$ cat src/rtl/echo_range_filter.sv
// Converts ultrasonic echo widths to rounded cm with a bit-serial restoring divider,
// rejects out-of-range samples, keeps a sliding-window average and flags lost echoes.
module echo_range_filter #(
  parameter int CYC_W      = 17,
  parameter int CYC_PER_CM = 2900,
  parameter int CM_W       = 8,
  parameter int MAX_CM     = 40,
  parameter int AVG_LOG2   = 2
) (
  input  logic             clk,
  input  logic             rst_n,
  input  logic             start_i,
  input  logic             valid_i,
  input  logic [CYC_W-1:0] cycles_i,
  input  logic             flush_i,
  output logic             cm_valid_o,
  output logic [CM_W-1:0]  cm_o,
  output logic             avg_valid_o,
  output logic [CM_W-1:0]  avg_o,
  output logic             range_err_o,
  output logic             miss_o,
  output logic             busy_o
);

  localparam int DW = CYC_W + 1;
  localparam int RW = CYC_W + 2;
  localparam int SW = CM_W + AVG_LOG2;
  localparam int N  = 2 ** AVG_LOG2;
  localparam int IW = $clog2(DW);

  localparam logic [1:0] ST_IDLE = 2'd0;
  localparam logic [1:0] ST_DIV  = 2'd1;
  localparam logic [1:0] ST_OUT  = 2'd2;

  localparam logic [DW-1:0]       HALF     = DW'(CYC_PER_CM / 2);
  localparam logic [RW-1:0]       DIVISOR  = RW'(CYC_PER_CM);
  localparam logic [DW-1:0]       MAX_Q    = DW'(MAX_CM);
  localparam logic [IW-1:0]       LAST_IT  = IW'(DW - 1);
  localparam logic [AVG_LOG2:0]   N_CNT    = (AVG_LOG2 + 1)'(N);

  logic [1:0]          state;
  logic [IW-1:0]       iter;
  logic [RW-1:0]       rem;
  logic [DW-1:0]       quo;
  logic                res_go;
  logic [DW-1:0]       res_q;
  logic                pending;

  logic [CM_W-1:0]     win [N];
  logic [AVG_LOG2-1:0] wr_ptr;
  logic [AVG_LOG2:0]   win_cnt;
  logic [SW-1:0]       sum;

  logic [RW-1:0]       rem_sh;
  logic                rem_ge;
  logic                accept;
  logic [SW-1:0]       sum_new;
  logic [AVG_LOG2:0]   cnt_new;

  // quo doubles as the dividend shift-out and the quotient shift-in register
  always_comb begin
    rem_sh  = {rem[RW-2:0], quo[DW-1]};
    rem_ge  = (rem_sh >= DIVISOR);
    accept  = (res_q <= MAX_Q);
    sum_new = sum + SW'(res_q[CM_W-1:0]) - SW'(win[wr_ptr]);
    cnt_new = (win_cnt == N_CNT) ? N_CNT : win_cnt + 1'b1;
  end

  assign busy_o = (state != ST_IDLE);

  always_ff @(posedge clk) begin
    if (!rst_n) begin
      state   <= ST_IDLE;
      iter    <= '0;
      rem     <= '0;
      quo     <= '0;
      res_go  <= 1'b0;
      res_q   <= '0;
      pending <= 1'b0;
      miss_o  <= 1'b0;
    end else begin
      res_go  <= 1'b0;
      miss_o  <= (start_i && pending && !valid_i) || (valid_i && busy_o);
      // a same-cycle start opens a new measurement after the valid closes the old one
      pending <= start_i ? 1'b1 : (valid_i ? 1'b0 : pending);
      case (state)
        ST_IDLE: begin
          if (valid_i) begin
            quo   <= {1'b0, cycles_i} + HALF;
            rem   <= '0;
            iter  <= '0;
            state <= ST_DIV;
          end
        end
        ST_DIV: begin
          rem  <= rem_ge ? (rem_sh - DIVISOR) : rem_sh;
          quo  <= {quo[DW-2:0], rem_ge};
          iter <= iter + 1'b1;
          if (iter == LAST_IT)
            state <= ST_OUT;
        end
        ST_OUT: begin
          res_q  <= quo;
          res_go <= 1'b1;
          state  <= ST_IDLE;
        end
        default: state <= ST_IDLE;
      endcase
    end
  end

  always_ff @(posedge clk) begin
    if (!rst_n) begin
      cm_valid_o  <= 1'b0;
      cm_o        <= '0;
      avg_valid_o <= 1'b0;
      avg_o       <= '0;
      range_err_o <= 1'b0;
      wr_ptr      <= '0;
      win_cnt     <= '0;
      sum         <= '0;
      for (int i = 0; i < N; i++) win[i] <= '0;
    end else begin
      cm_valid_o  <= 1'b0;
      avg_valid_o <= 1'b0;
      range_err_o <= 1'b0;
      if (res_go && !accept)
        range_err_o <= 1'b1;
      if (res_go && accept) begin
        cm_o       <= res_q[CM_W-1:0];
        cm_valid_o <= 1'b1;
      end
      // flush beats a same-cycle window update; cm_o is unaffected
      if (flush_i) begin
        wr_ptr  <= '0;
        win_cnt <= '0;
        sum     <= '0;
        for (int i = 0; i < N; i++) win[i] <= '0;
      end else if (res_go && accept) begin
        win[wr_ptr] <= res_q[CM_W-1:0];
        wr_ptr      <= wr_ptr + 1'b1;
        win_cnt     <= cnt_new;
        sum         <= sum_new;
        if (cnt_new == N_CNT) begin
          avg_valid_o <= 1'b1;
          avg_o       <= sum_new[SW-1:AVG_LOG2];
        end
      end
    end
  end

endmodule

$ cat config.mk
export PLATFORM = sky130hd
export DESIGN_NAME = echo_range_filter
export DESIGN_NICKNAME = d
export VERILOG_FILES = /design/src/rtl/echo_range_filter.sv
export SDC_FILE = /design/constraint.sdc
export NUM_CORES = 1
export LEC_CHECK = 0
export CORE_MARGIN = 5
export CORE_UTILIZATION = 64
export DETAILED_ROUTE_END_ITERATION = 6
export PLACE_DENSITY = 0.85
export SETUP_SLACK_MARGIN = 0.4
export SYNTH_ARGS = -nofsm -noshare
export SYNTH_HDL_FRONTEND = slang
export SYNTH_SLANG_ARGS = --single-unit
$ cat constraint.sdc
create_clock -name clk -period 7.4 [get_ports clk]
set_clock_uncertainty 0.2 [all_clocks]
set_input_delay 1.48 -clock clk [delete_from_list [all_inputs] [get_ports clk]]
set_output_delay 1.48 -clock clk [all_outputs]
set_load 0.05 [all_outputs]
**Word-level counts from Yosys, hierarchy flattened**

Memory sizes are Yosys's and may differ from the RTL's. A register that Yosys moved wholly into a read port is not among the register bits.
Cells that the tools add are included.

- Add/sub/neg operators: 7
- $lt $le $gt $ge: 2
- Eq/ne operators: 7
- Mux-type cells: 33
- Bitwise gates (word level): 7
- Reductions and logical operators: 18

Operator list:

| cell | count |
|---|---|
| $pmux 18 s2 | 2 |
| $mux 18 | 3 |
| $mux 8 | 5 |
| $ge 19x12->1 const B | 1 |
| $add 17x11->18 const B | 1 |
| $le 18x6->1 const B | 1 |
| $sub 18x12->18 const B | 1 |
| $mux 1 | 14 |
| $add 10x8->10 | 1 |
| $mux 2 | 5 |
| $pmux 5 s2 | 1 |
| $sub 10x8->10 | 1 |
| $reduce_or 8->1 | 1 |
| $eq 3x3->1 const B | 2 |
| $reduce_bool 2->1 | 3 |
| $add 5x1->5 const B | 1 |
| $eq 5x5->1 const B | 1 |
| $logic_and 1x1->1 | 5 |
| $mux 5 | 1 |
| $ne 2x2->1 const B | 2 |
| $or 1x1->1 | 4 |
| $pmux 2 s2 | 1 |
| $reduce_and 2->1 | 2 |
| $add 3x1->3 const B | 1 |
| 11 further kinds | 14 |

- Flip-flop bits (word level): 98
- Bits in writable memories: 32
- Output and inout port bits: 21
- Logic and storage cells: 91
- Memories kept: 1

Memories:

| name | words | bits a word | rd ports | clocked after Yosys merged registers in | write ports | RTL line | RTL |
|---|---|---|---|---|---|---|---|
| win | 4 | 8 | 1 | 1 | 4 | 49 | `logic [CM_W-1:0] win [N];` |

**Depth between registers and ports, before layout**

Gate-level depths: netlist (run 1).

- Word-level depth: 8
- Mapped depth: 12
- Gate-level depth less buffers: 11

**Least setup slack after synthesis (run 1)**

OpenSTA, ideal clock, no wires.

- Path kind: reg2reg
- Start: reg (tool-made name)
- End: reg sum[9]
- Library setup time: 0.116 ns
- Data arrival time: 3.368 ns
- Setup slack: 3.716 ns
- Stages on the path, launching flop included: 12
- Path buffers: 1
- Clock period less this slack: 3.684 ns
- Cells stage by stage: dfxtp_1 clkbuf_1 mux4_2 fa_1 inv_1 ha_1 o21ai_0 or3_1 and2_1 a211oi_1 a21oi_1 a31o_2

RTL lines:

| item | RTL line | RTL |
|---|---|---|
| end signal, assigned | 143 | `sum <= sum_new;` |
| end, declared | 52 | `logic [SW-1:0] sum;` |

==> results of run 1 <==
==> kinds of logic (layout without fill, tap and decap cells) <==
kind of cell / count (synthesis) / after routing / share of synthesized area, %
compound gates: 162 / 162 / 16.3
xor+xnor: 31 / 31 / 4.20
fa+ha+maj: 29 / 29 / 6.55
buf+inv: 84 / 130 / 5.12
flops: 132 / 132 / 45.9
mux: 13 / 13 / 3.57
other cells: 1 / 8 / 0.0581
simple gates: 246 / 246 / 18.3
==> per-layer routing <==
layer	vias to the layer above	track usage (%)	wire length (µm)
li1	2539	-	-
met1	2517	29.4	5960
met2	216	44.3	7700
met3	49	7.22	1030
met4	0	11.2	480
met5	-	0	0
==> sequential cells by signal (all words and copies together), names as in the netlist, named ones only <==
name,flops
cm_o,8
iter,5
state,2
pending,1
win,32
res_go,1
win_cnt,3
wr_ptr,2
rem,18
cm_valid_o,1
miss_o,1
quo,18
avg_o,8
avg_valid_o,1
range_err_o,1
res_q,18
sum,10
==> cell usage in the layout (no fill, tap or decap), types with 21 or more instances in the layout <==
master,n
o21ai_0,26
inv_1,50
nand2_1,112
xnor2_1,24
dfxtp_1,100
a21oi_1,63
edfxtp_1,32
nor2_1,44
clkdlybuf4s50_1,42
ha_1,21
and3_1,31
==> worst min-delay path by stage <==
stage	endpoint	startpoint	slack (ps)
after floorplan	res_q[12]	res_q[12]	230
after global placement	res_q[9]	res_q[9]	240
after detailed placement	res_q[17]	res_q[17]	250
after CTS	res_q[17]	res_q[17]	250
after global routing	res_q[17]	res_q[17]	270
final	res_q[17]	res_q[17]	250
==> tightest hold or removal path, cell delays in order, from the launching register on <==
cell and delay, ps:
dfxtp_1 300, nand2_1 50, a21oi_1 50
==> where the power goes <==
| part | leakage [nW] | switching (mW) | internal, mW | total, mW |
|---|---|---|---|---|
| Combinational | 1.39 | 0.209 | 0.174 | 0.383 |
| Clock | 0.288 | 0.306 | 0.553 | 0.859 |
| Sequential | 1.16 | 0.0479 | 0.784 | 0.832 |
==> through the flow <==
stage               setup WS [ps]  hold WS (ps)  power (mW)  utilization (%)  std cells
floorplan                    3720           231        1.16                -        705
global placement             3210           242        1.20             71.0        852
detailed placement           3090           246        1.22             71.0        852
CTS                          3340           252        2.08             77.2        884
global route                 3140           270        2.17             77.2        884
finish                       3330           251        2.07             77.2        884
==> layout make-up <==
cell class	instances	area, µm²	share of cell area (%)
Multi-Input combinational cell	489	3190	42.1
Sequential cell	132	2960	39.1
Timing Repair Buffer	47	458	6.04
Clock buffer	18	428	5.64
Inverter	51	191	2.52
Clock inverter	14	185	2.44
Tap cell	133	166	2.19
==> flow_metrics.tcl, run 1 <==
set metrics [dict create \
    grt-ovfl-total 0 \
    dp_hpwl_mm 10.3 \
    die_area_um2 12200 \
    crit_buf_inv 1 \
    crit_path_end "sum[9]" \
    drive_gt1_share_pct 7.86 \
    h-tree-depth 4 \
    finalWirelength_mm 15.2 \
    crit_path_end_kind "flip-flop" \
    cts_repair_resize_count 0 \
    fmax_mhz 245 \
    syn_area_per_cell_um2 9.25 \
    yosysTopAreaCell "dfxtp_1" \
    vias 5321 \
    cp_max_fo 8 \
    cp_cell_sequence "mux4_2, fa_1, inv_1, ha_1, nand4_1, or3_1, and2_1, a211oi_1, a21oi_1, a31o_2" \
    clkLatencyLatePin_ps 520 \
    clkSlewWorstSetupHoldPaths_ps 60 \
    avgViaCountPerCell 6.02 \
    min_period_ps 4070 \
    area_growth_syn_to_layout_pct 17.4 \
    core_um2 9820 \
    cts_buffers 17 \
    fillers 674 \
    clock_sinks 132 \
    yosys.cell_types.count 67 \
    start_util_pct 65.8 \
    yosysMostFrequentCell "nand2_1" \
    ys_ff_latch 132 \
    post_cts_buffers 0 \
    r2r_setup_slack_ps 3330 \
    hp-class "reg2reg" \
    seq_area_frac_synth_pct 45.9 \
    drt-initial-drc-count 362 \
    finalHoldViolCount 0 \
    peakVddDrop_v 0.000256 \
    grt_max_degree 51 \
    netlist_instances 698 \
    detail-route-antenna-nets 0 \
    r2r_end "sum[9]" \
    diodes 0 \
    synth-edff-count 32 \
    synth_ff_type "dfxtp_1" \
    die_y_um 110 \
    rows 36 \
    critPathKind "reg2reg" \
    slowest_delay_ps 640 \
    dpl_cell_area_um2 6970 \
    synth.cell_area_um2 6460 \
    io_buffers 42 \
    stdcell_area_um2 7580 \
    async_flop_share_pct 0 \
    status "finished clean" \
    crit_arrival_ps 4290 \
    die_w_um 110 \
    synth.top_cells.by_area "dfxtp_1 31%, edfxtp_1 15%, nand2_1 6.5%" \
    fin_crit_sh_pct 55.1 \
    slew_headroom_pct 26.6 \
    drt_pre_antenna_iters 5 \
    synthTopCellsByCount "112 x nand2_1, 100 x dfxtp_1, 63 x a21oi_1" \
    clockBufferDepth 2 \
    clockRootBuffer "clkbuf_8" \
    grt_pass1_wl_mm 25.5 \
    place_congestion 0.861 \
    setup-violations-final 0 \
    final_nets 789 \
    cp.depth 10 \
    grt_pass1_vias 5336 \
    drc_errors 0 \
    crit_family "adder cells" \
    finalSetupTns_ps 0 \
    synth_top_area_share_pct 31.0 \
    grtUsageTotal_pct 25.6 \
    postCtsHoldBufs 0 \
    slowest_stage "dfxtp_1" \
    powerDensity_nw_per_um2 273 \
    leakagePower_nw 2.84 \
    drv_slew 0 \
    antenna_found_initial 0 \
    rsz0062_at_grt "no" \
    drv_cap 0 \
    cts_tree "yes" \
    startpoint_type "flip-flop" \
    critPathRequiredTime_ps 7620 \
    wl_per_cell_um 17.2 \
    r2r.worst_path.cells 10 \
    yosysWarnings 0 \
    whs_path_depth 2 \
    ios 43 \
    worst_slew_pin_slew_ps 1100 \
]
Power figures use the tool's default switching activity.
==> run 2, diff against run 1 <==
CORE_UTILIZATION = 53   (was 64)
PLACE_DENSITY = 0.76   (was 0.85)
clock period = 3.3 ns   (was 7.4 ns; I/O delays follow)
==> run 2 against run 1 <==
Net effect: combinational power grew 140%; flip-flop and latch count is the same; final cell count up 4.6%; utilization is 11 points lower; global-route usage shrank 4.1 points; register-to-register slack lost 3300 ps; sequential power up 120%; highest routed layer unchanged.
==> flow_metrics.tcl, run 2 (same netlist as run 1, synthesis figures left out) <==
set metrics [dict create \
    status "finished clean" \
    worst_slew_pin_slew_ps 1110 \
    dp_hpwl_mm 10.7 \
    p_total_mw 4.49 \
    io_buffers 42 \
    power_frac_seq_pct 41.3 \
    crit_path_end "sum[7]" \
    crit_arrival_ps 3390 \
    wl_per_cell_um 16.4 \
    drv_slew 0 \
    clkSlewWorstSetupHoldPaths_ps 60 \
    grt_pass1_vias 5187 \
    r2r_end "sum[7]" \
    rsz0062_at_grt "yes" \
    clockRootBuffer "clkbuf_16" \
    peakVddDrop_v 0.000418 \
    leakagePower_nw 3.00 \
    switchingPower_mw 1.27 \
    p_comb_share_pct 20.2 \
    cts_buffers 17 \
    vias 5259 \
    r2r_setup_slack_ps 20 \
    grt_pass1_wl_mm 24.9 \
    largest_reg_flops 32 \
    drive_gt1_share_pct 15.3 \
    rows 40 \
    place_congestion 0.919 \
    regMostFlops "win" \
    postCtsHoldBufs 0 \
    slew_headroom_pct 26.1 \
    critPathRequiredTime_ps 3410 \
    clkLatencyLatePin_ps 410 \
    drc_errors 0 \
    antenna_found_initial 0 \
    min_period_ps 3280 \
    grtUsageTotal_pct 21.5 \
    die_w_um 120 \
    diodes 0 \
    r2r.worst_path.cells 11 \
    critPathKind "reg2reg" \
    grt-ovfl-total 0 \
    final_nets 816 \
    avgViaCountPerCell 5.69 \
    start_util_pct 54.0 \
    ios 43 \
    clock_sinks 132 \
    setup-violations-final 0 \
    worst_hold_slack_ps 250 \
    dp.cells 889 \
    layout_commonest_cell "nand2_1" \
    slowest_stage "or4_4" \
    final_cell_mix "112 x nand2_1, 99 x dfxtp_1, 56 x a21oi_1, 45 x inv_1, 44 x nor2_1" \
    grt_max_degree 59 \
    finalHoldViolCount 0 \
    cts_tree "yes" \
    cp_max_fo 3 \
    drt_pre_antenna_iters 5 \
    drt-initial-drc-count 386 \
    h-tree-depth 4 \
    detail-route-antenna-nets 0 \
    finalWirelength_mm 15.2 \
    die_area_um2 14500 \
    finalSetupTns_ps 0 \
    drv_cap 0 \
    internal-power_mw 3.23 \
    fin_cells 925 \
    fillers 948 \
    powerDensity_nw_per_um2 563 \
    clockBufferDepth 2 \
    hp-class "reg2reg" \
    area_growth_syn_to_layout_pct 23.5 \
    fin_crit_sh_pct 99.3 \
    preCtsSetupSlack_ps -111 \
    crit_path_end_kind "flip-flop" \
    die_y_um 120 \
    timing.final.ws_setup_ps 23.5 \
    startpoint_type "flip-flop" \
    whs_path_depth 2 \
    fmax_mhz 305 \
    slowest_delay_ps 550 \
    core_um2 12000 \
    p_sw_share_pct 28.2 \
    p_clk_share_pct 38.6 \
    cp_cell_sequence "buf_6, mux4_2, fa_1, inv_2, ha_4, o21ai_2, o21bai_1, a21o_1, a31oi_2, or4_4, o311ai_2" \
]
==> run 2: routing by layer <==
layer  wire length [µm]  up-vias  track usage, %  share of wire, %
li1                   -     2594               -                 -
met1               6540     2525            26.2                43
met2               7880      123            38.2                52
met3                608       17            5.10               4.0
met4                135        0            5.52              0.89
met5                  0        -               0                 0
==> run 2: layout make-up <==
class | count | area (µm²) | area share, %
Multi-Input combinational cell | 489 | 3400 | 42.6
Clock buffer | 19 | 443 | 5.55
Tap cell | 147 | 184 | 2.31
Sequential cell | 132 | 2970 | 37.2
Inverter | 51 | 191 | 2.40
Timing Repair Buffer | 74 | 683 | 8.56
Clock inverter | 13 | 108 | 1.35
==> run 2: power by group through the flow <==
stage	clock (mW)	combinational, mW	sequential, mW
floorplan	0	0.740	1.86
global placement	0	0.834	1.88
detailed placement	0	0.865	1.89
CTS	1.76	0.886	1.85
global route	1.84	0.975	1.87
finish	1.73	0.906	1.86
==> run 2: worst max-delay path, delay by kind of cell, from the launching register on <==
family                   cells  cell delay, ps
adder cells (fa/ha/maj)      2             790
AO/OA/AOI/OAI                5             600
AND/OR/NAND/NOR              1             550
multiplexers                 1             510
flip-flops                   1             370
buffers and inverters        2             160
==> run 2: timing repair <==
action	CTS	global route
hold endpoints to repair	0	0
setup buffers	3	1
endpoints found under the setup margin	12	14
pin swaps	10	4
gates cloned	0	0
resized for setup	18	14
==> run 2: worst min path at each step <==
stage,from,to,slack (ps)
floorplan,res_q[12],res_q[12],230
global placement,res_q[8],res_q[8],240
detailed placement,res_q[12],res_q[12],240
CTS,res_q[12],res_q[12],250
global route,res_q[10],res_q[10],270
finish,res_q[17],res_q[17],250
==> run 2: through the flow <==
step | area, µm² | utilization [%]
3_5_place_dp | 7270 | 60.8
5_1_grt | 7980 | 66.7
4_1_cts | 7910 | 66.1
3_3_place_gp | 7270 | 60.8
6_report | 7980 | 66.7
2_1_floorplan | 6600 | -
==> run 3, diff against run 2 <==
CORE_UTILIZATION = 50   (was 53)
PLACE_DENSITY = 0.72   (was 0.76)
==> run 3 against run 2 <==
Net effect: the run now ends with negative setup slack left; clock power increased by 10%; wire length up 4.8%; critical endpoint is now avg_o[7]; utilization decreased by 1.7 points; largest cell class unchanged; global-route usage is 0.089 points lower; hold slack worse by 2.2 ps; first-iteration DRC count decreased by 25%; critical path depth rose by 1; count of clock-buffer cells in the layout increased by 6; power grew 4.3%; final cell count is 3.5% higher; register-to-register slack lost 30 ps.
==> flow_metrics.tcl, run 3 (same netlist as run 1, synthesis figures left out) <==
set metrics [dict create \
    status "finished, violations left" \
    violations "negative setup slack" \
    critPathKind "reg2reg" \
    powerDensity_nw_per_um2 572 \
    vias 5328 \
    final_cell_mix "111 x nand2_1, 99 x dfxtp_1, 55 x a21oi_1, 45 x inv_1, 43 x nor2_1" \
    slowest_stage "mux4_2" \
    antenna_found_initial 0 \
    ios 43 \
    drc_errors 0 \
    p_clk_share_pct 40.7 \
    wl_per_cell_um 16.6 \
    cp_cell_sequence "buf_6, mux4_2, fa_1, inv_2, ha_4, nand4_1, or3_4, and2_4, a211oi_4, buf_4, nand4b_1, o221ai_1" \
    grt_pass1_vias 5381 \
    grt_pass1_wl_mm 25.8 \
    fin_crit_sh_pct 100 \
    crit_path_end_kind "flip-flop" \
    layout_commonest_cell "nand2_1" \
    h-tree-depth 4 \
    drt_pre_antenna_iters 6 \
    p_sw_share_pct 27.0 \
    diodes 0 \
    io_buffers 42 \
    largest_reg_flops 32 \
    cp_max_fo 4 \
    peakVddDrop_v 0.000440 \
    cts_tree "yes" \
    grt_max_degree 56 \
    stdcell_area_um2 8200 \
    crit_arrival_ps 3420 \
    die_area_um2 15300 \
    grtUsageTotal_pct 21.4 \
    area_growth_syn_to_layout_pct 27.0 \
    rows 41 \
    worst_slew_pin_slew_ps 1080 \
    fmax_mhz 303 \
    cts_buffers 17 \
    preCtsSetupSlack_ps -71.1 \
    setup-violations-final 1 \
    finalWirelength_mm 15.9 \
    place_congestion 0.883 \
    internal-power_mw 3.42 \
    fin_util_pct 65.0 \
    final_nets 824 \
    drv_cap 0 \
    rsz0062_at_grt "yes" \
    p_comb_share_pct 19.7 \
    fin_cells 957 \
    die_y_um 124 \
    detail-route-antenna-nets 0 \
    drive_gt1_share_pct 17.2 \
    switchingPower_mw 1.26 \
    critPathRequiredTime_ps 3420 \
    clockRootBuffer "clkbuf_16" \
    core_um2 12600 \
    clock_sinks 132 \
    clockBufferDepth 2 \
    finalHoldViolCount 0 \
    avgViaCountPerCell 5.57 \
    grt-ovfl-total 0 \
    worst_hold_slack_ps 248 \
    clkLatencyLatePin_ps 410 \
    hp-class "reg2reg" \
    leakagePower_nw 3.09 \
    startpoint_type "flip-flop" \
    slew_headroom_pct 27.9 \
    timing.final.ws_setup_ps -4.39 \
    dp_hpwl_mm 10.9 \
    start_util_pct 51.2 \
    dpl_cell_area_um2 7300 \
    drt-initial-drc-count 288 \
    slowest_delay_ps 510 \
    regMostFlops "win" \
    die_w_um 124 \
    power_frac_seq_pct 39.6 \
    final-seq-area_um2 2970 \
    dp.cells 914 \
    postCtsHoldBufs 0 \
    fillers 1018 \
    p_total_mw 4.69 \
    clkSlewWorstSetupHoldPaths_ps 60 \
    multi_input_area_um2 3480 \
    finalSetupTns_ps -4.39 \
    min_period_ps 3300 \
    drv_slew 0 \
]
[run 3: power groups by stage]
stage	clock, mW	combinational, mW	sequential [mW]
floorplan	0	0.740	1.86
global placement	0	0.841	1.88
detailed placement	0	0.871	1.89
CTS	1.93	0.893	1.85
global route	2.01	1.01	1.87
finish	1.91	0.925	1.86
[run 3: area by class of cell]
type	count	area share [%]
Clock buffer	25	6.32
Clock inverter	6	1.08
Inverter	51	2.33
Multi-Input combinational cell	489	42.4
Sequential cell	132	36.2
Tap cell	172	2.62
Timing Repair Buffer	82	9.06
[run 3: layer usage]
| metal | part of all wire (%) | GRT usage [%] | vias up |
|---|---|---|---|
| met4 | 1.7 | 7.27 | 0 |
| met5 | 0 | 0 | - |
| met3 | 6.3 | 6.40 | 22 |
| met1 | 41 | 25.8 | 2534 |
| met2 | 51 | 36.5 | 161 |
| li1 | - | - | 2611 |
[run 3: what timing repair did]
action,4_1_cts,5_1_grt
setup buffers,7,5
setup endpoints to repair,12,18
resized for setup,17,27
cloned,0,0
pin swaps,14,13
[run 3: worst max-delay path, delay by kind of cell (launching register included)]
| kind | cells | cell delay, ps |
|---|---|---|
| and+or+nand+nor | 4 | 690 |
| adders and majority gates | 2 | 780 |
| DFF | 1 | 370 |
| buffers and inverters | 3 | 340 |
| AOI/OAI and AO/OA | 2 | 320 |
| muxes | 1 | 510 |
[run 3: final timing paths]
path | from | end | slack, ps | cells past startpoint
max reg2reg | flip-flop | avg_o[7] | -4 | 12
min | res_q[9] | res_q[9] | 250 | 2
max | flip-flop | avg_o[7] | -4 | 12
min reg2reg | res_q[9] | res_q[9] | 250 | 2
